--- src/rtl/imem_loader.sv ---
// rtl/imem_loader.sv - byte-stream loader that fills instruction memory with 32-bit words
//
// Purpose:
//   Receives a byte stream over a valid/ready handshake. The first four bytes
//   form a little-endian word count N. Each following group of four bytes is
//   assembled little-endian into a word and written to instruction memory at
//   BASE_ADDR, BASE_ADDR+4, and so on. The core is held in reset while a load
//   is in progress, and also after a rejected header.
//
// Ports:
//   clk            system clock, rising edge
//   rst            asynchronous active-low reset
//   start_i        begins a load from IDLE, DONE or ERROR
//   byte_i         stream byte
//   byte_valid_i   byte_i is valid
//   byte_ready_o   loader accepts a byte this cycle (registered)
//   mem_addr_o     instruction memory write address
//   mem_data_o     instruction memory write data
//   mem_write_en_o one-cycle write strobe
//   core_hold_o    holds the core in reset while loading or after an error
//   busy_o         load in progress
//   done_o         load completed (level)
//   error_o        header rejected (level, until the next start)
//   words_o        words written so far in this load

module imem_loader #(
   parameter int                AWIDTH    = 32,
   parameter int                DWIDTH    = 32,
   parameter logic [AWIDTH-1:0] BASE_ADDR = AWIDTH'(32'h0100_0000),
   parameter int                MAX_WORDS = 16384
) (
   input  logic              clk,
   input  logic              rst,
   input  logic              start_i,
   input  logic [7:0]        byte_i,
   input  logic              byte_valid_i,
   output logic              byte_ready_o,
   output logic [AWIDTH-1:0] mem_addr_o,
   output logic [DWIDTH-1:0] mem_data_o,
   output logic              mem_write_en_o,
   output logic              core_hold_o,
   output logic              busy_o,
   output logic              done_o,
   output logic              error_o,
   output logic [31:0]       words_o
);

   typedef enum logic [2:0] {
      S_IDLE,
      S_HDR,
      S_DATA,
      S_WRITE,
      S_DONE,
      S_ERROR
   } state_t;

   state_t            state;
   state_t            state_nx;

   logic [1:0]        byte_idx;
   logic [31:0]       hdr_n;
   logic [DWIDTH-1:0] word_buf;
   logic [31:0]       words;
   logic              ready;

   logic              xfer;
   logic              last_byte;
   logic              load_start;
   logic [31:0]       hdr_full;
   logic [31:0]       words_inc;

   assign xfer      = byte_valid_i & ready;
   assign last_byte = xfer & (byte_idx == 2'd3);
   // Complete header value as it will be once the current (4th) byte lands.
   assign hdr_full  = {byte_i, hdr_n[23:0]};
   assign words_inc = words + 32'd1;

   // State register
   always_ff @(posedge clk or negedge rst) begin
      if (!rst) begin
         state <= S_IDLE;
      end else begin
         state <= state_nx;
      end
   end

   // Next-state logic
   always_comb begin
      state_nx   = state;
      load_start = 1'b0;
      case (state)
         S_IDLE, S_DONE, S_ERROR: begin
            if (start_i) begin
               state_nx   = S_HDR;
               load_start = 1'b1;
            end
         end
         S_HDR: begin
            if (last_byte) begin
               if (hdr_full == 32'd0) begin
                  state_nx = S_DONE;
               end else if (hdr_full > 32'(MAX_WORDS)) begin
                  state_nx = S_ERROR;
               end else begin
                  state_nx = S_DATA;
               end
            end
         end
         S_DATA: begin
            if (last_byte) begin
               state_nx = S_WRITE;
            end
         end
         S_WRITE: begin
            state_nx = (words_inc == hdr_n) ? S_DONE : S_DATA;
         end
         default: begin
            state_nx = S_IDLE;
         end
      endcase
   end

   // Datapath: byte assembly, word counter and registered ready.
   always_ff @(posedge clk or negedge rst) begin
      if (!rst) begin
         byte_idx <= 2'd0;
         hdr_n    <= 32'd0;
         word_buf <= '0;
         words    <= 32'd0;
         ready    <= 1'b0;
      end else begin
         // Ready follows the state being entered, so it is high exactly in
         // HDR and DATA and already low during the WRITE cycle.
         ready <= (state_nx == S_HDR) || (state_nx == S_DATA);

         if (load_start) begin
            byte_idx <= 2'd0;
            words    <= 32'd0;
         end

         // Index wraps 3 -> 0 on its own, which re-arms the next word.
         if (xfer) begin
            byte_idx <= byte_idx + 2'd1;
            if (state == S_HDR) begin
               hdr_n[{byte_idx, 3'b000} +: 8] <= byte_i;
            end else begin
               word_buf[{byte_idx, 3'b000} +: 8] <= byte_i;
            end
         end

         if (state == S_WRITE) begin
            words <= words_inc;
         end
      end
   end

   // Outputs decode directly from registers, so reset clears them at once.
   assign byte_ready_o   = ready;
   assign mem_write_en_o = (state == S_WRITE);
   assign mem_addr_o     = BASE_ADDR + AWIDTH'({words, 2'b00});
   assign mem_data_o     = word_buf;
   assign busy_o         = (state == S_HDR) || (state == S_DATA) || (state == S_WRITE);
   // ERROR keeps the hold so a partially loaded program never executes.
   assign core_hold_o    = busy_o || (state == S_ERROR);
   assign done_o         = (state == S_DONE);
   assign error_o        = (state == S_ERROR);
   assign words_o        = words;

endmodule

--- config.mk ---
export PLATFORM = sky130hd
export DESIGN_NAME = imem_loader
export DESIGN_NICKNAME = d
export VERILOG_FILES = /design/src/rtl/imem_loader.sv
export SDC_FILE = /design/constraint.sdc
export NUM_CORES = 1
export LEC_CHECK = 0
export ABC_AREA = 0
export CAP_MARGIN = 0
export CORE_MARGIN = 2
export CORE_UTILIZATION = 57
export DETAILED_ROUTE_END_ITERATION = 8
export PLACE_DENSITY = 0.89
export SYNTH_ARGS = -nofsm -noshare
export SYNTH_HDL_FRONTEND = slang
export SYNTH_SLANG_ARGS = --single-unit
--- constraint.sdc ---
create_clock -name clk -period 7.45 [get_ports clk]
set_input_delay 0.745 -clock clk [delete_from_list [all_inputs] [get_ports clk]]
set_output_delay 0.745 -clock clk [all_outputs]
set_load 0.05 [all_outputs]
==> results.py <==
metrics = {
    "setup_path": {
        "worstPathArrival_ps": 3000,
        "setup.worst_path.start_class": "register",
        "reg2reg_depth": 8,
        "rr_startpoint": "words_o[0]",
        "r2r_slack_ps": 4450,
        "cp-end-kind": "output port",
        "setup.worst_path.class": "reg2out",
        "crit_required_ps": 6700,
        "critPathMaxFanout": 42,
        "r2r-end": "state[1]",
    },
    "place": {
        "dp_hpwl_um": 11600,
        "portBuffers": 111,
        "dp_slack_ps": 4170,
        "gp_congestion": 0.972,
    },
    "clocking": {
        "cts_buffers": 9,
        "cts_max_level": 3,
        "clock-root-buffer": "clkbuf_8",
        "clkLatencyLatePin_ps": 380,
        "cts_sinks": 102,
        "clk_pin_slew_ps": 110,
        "ctsHoldBuffers": 0,
        "post_cts_resized": 0,
        "post-cts-setup-buffer-count": 0,
        "clockBufferDepth": 2,
        "cts_tree": "yes",
    },
    "synth": {
        "async_flop_share_pct": 100,
        "synth_compound_gate_area_share_pct": 17.0,
        "synth_top_cell_area_share_pct": 42.5,
        "synth_top_family_by_area": "simple AND/OR/NAND/NOR gates",
        "synth_flop_cell": "dfrtp_1",
        "synth_seq_cells": 102,
        "yosys-mux-area-fraction_pct": 0.855,
        "synth_edf_count": 0,
        "yosysSeqAreaShare_pct": 42.5,
        "yosys_warnings": 0,
        "synth_fa_ha_area_share_pct": 1.46,
        "syn_area_per_cell_um2": 8.50,
        "yosys.area_share.xor_xnor_pct": 7.15,
        "synth-simple-area-share_pct": 24.4,
        "yosys.area.top_type": "dfrtp_1",
        "syn_area_um2": 6000,
        "synth_cells": 706,
        "synthTopCellsByArea": "dfrtp_1 43%, nand2_1 9.7%, o21ai_0 9.5%, xnor2_1 5.1%, buf_4 3.5%",
        "ys_types": 61,
    },
    "route": {
        "drtAntennaViolNets": 0,
        "drc_errors": 0,
        "drt_iter0_drc": 393,
        "wl_um": 15700,
        "dr.pass1.iters": 5,
        "routed-via-count": 5438,
        "via_per_inst": 5.96,
        "avgRoutedWirePerCell_um": 17.3,
    },
    "timing": {
        "tns_ps": 0,
        "layout_min_cycle_time_ps": 3750,
        "rsz0062_at_grt": "false",
        "hold_viol": 0,
        "worstMarginPinSlew_ps": 866,
        "finalSetupViolCount": 0,
        "fmax_ghz": 0.267,
        "fin_crit_sh_pct": 50.3,
        "clock-skew-final_ps": 13.0,
        "max_slew_margin_pct": 42.3,
        "slew_violations": 0,
        "finalWorstSetupSlack_ps": 3700,
    },
    "floorplan": {
        "dieHeight_um": 107,
        "die_area_um2": 11400,
        "boundaryPins": 114,
        "start_util_pct": 58.4,
        "core-area_um2": 10300,
        "die_x_um": 107,
        "rows": 37,
    },
    "final_layout": {
        "num-nets-final": 790,
        "drive_gt1_share_pct": 5.15,
        "fillCellCount": 805,
        "antenna_cells": 0,
        "multi_input_area_um2": 3060,
        "seq_area_um2": 2550,
        "syn_to_final_growth_pct": 19.2,
    },
    "global_route": {
        "grt_max_degree": 71,
        "grt_pass1_vias": 4978,
        "grt_first_pass_wirelength_um": 25200,
        "antenna_found_initial": 0,
        "gr-total-overflow": 0,
        "grt_usage_pct": 28.1,
    },
    "power_and_ir_drop": {
        "p_per_area_nw_per_um2": 435,
        "peakVddDrop_mv": 0.307,
        "total_power_uw": 3110,
        "p_leak_uw": 0.00288,
    },
    "worst_hold_path": {
        "hold_path_class": "in2async",
    },
    "flow_run": {
        "maxCapViolCount": 0,
    },
    "run_status": {
        "outcome": "finished, final reports clean",
    },
}
## layout make-up
type,instances,area share [%]
clock inverter,6,1.10
tap,136,2.38
clock buffer,10,1.78
inverter,12,0.629
timing repair buffer,113,15.7
sequential,102,35.7
multi-input combinational,533,42.7
## where the power goes
part	internal, uW	switching (uW)
logic	580	1210
registers	701	243
clock network	163	211
## flip-flops by register name (all words and copies together), names as in the netlist
register      count
hdr_n            32
byte_ready_o      1
state             3
byte_idx          2
mem_data_o       32
words_o          32
## stage by stage
stage	instance area [um^2]	instances	hold WS [ps]	util (%)
2_1_floorplan	6010	707	449	-
3_3_place_gp	6950	896	467	67.6
3_5_place_dp	6950	896	473	67.6
4_1_cts	7160	912	317	69.6
5_1_grt	7160	912	334	69.6
6_report	7160	912	308	69.6
## worst max-delay path by stage
stage / end / startpoint
after floorplan: mem_addr_o[30] / words_o[23]
after global placement: mem_write_en_o / state[1]
after detailed placement: mem_write_en_o / state[1]
after CTS: mem_write_en_o / state[1]
after global routing: mem_write_en_o / state[1]
final: mem_write_en_o / state[1]
## worst max-delay path, stage by stage, from the launching register on
cell and delay (ps):
dfrtp_1 560, and2b_2 220, nand2_1 50, buf_4 270, inv_1 570, clkdlybuf4s50_1 930
## cells in the final DEF (no fill, tap or decap), types with 11 or more instances in the layout
cell and n:
a21oi_1 18, clkdlybuf4s50_1 110, dfrtp_1 102, inv_1 12, nand2_1 155, nand3_1 19, nand4_1 11, nor2_1 36
o21ai_0 114, o31ai_1 14, xnor2_1 35, xor2_1 14
## cells by family (layout without fill, tap and decap cells)
logic type / count (synthesis) / count (layout)
AOI/OAI and AO/OA: 176 / 176
xor gates and xnor gates: 49 / 49
adders and majority gates: 7 / 7
buffers and inverters: 72 / 141
DFF: 102 / 102
muxes: 5 / 5
other: 1 / 2
and+or+nand+nor: 294 / 294
## per-layer routing
layer  part of all wire (%)  global-route usage (%)  up-vias
li1                       -                       -     2561
met1                     43                    39.7     2593
met2                     47                    45.6      265
met3                    7.9                    4.38       19
met4                    1.5                    7.42        0
met5                      0                       0        -
## synth_stat cells, types with 8 or more instances
| master | count |
|---|---|
| nor2_1 | 36 |
| o31ai_1 | 14 |
| nor3b_1 | 8 |
| dfrtp_1 | 102 |
| xor2_1 | 14 |
| a21oi_1 | 18 |
| o21ai_0 | 114 |
| clkbuf_1 | 21 |
| nand4_1 | 11 |
| buf_4 | 28 |
| nand3_1 | 19 |
| inv_1 | 12 |
| xnor2_1 | 35 |
| buf_2 | 10 |
| nand2_1 | 155 |
| nor4_1 | 9 |
Power figures use the tool's default switching activity.
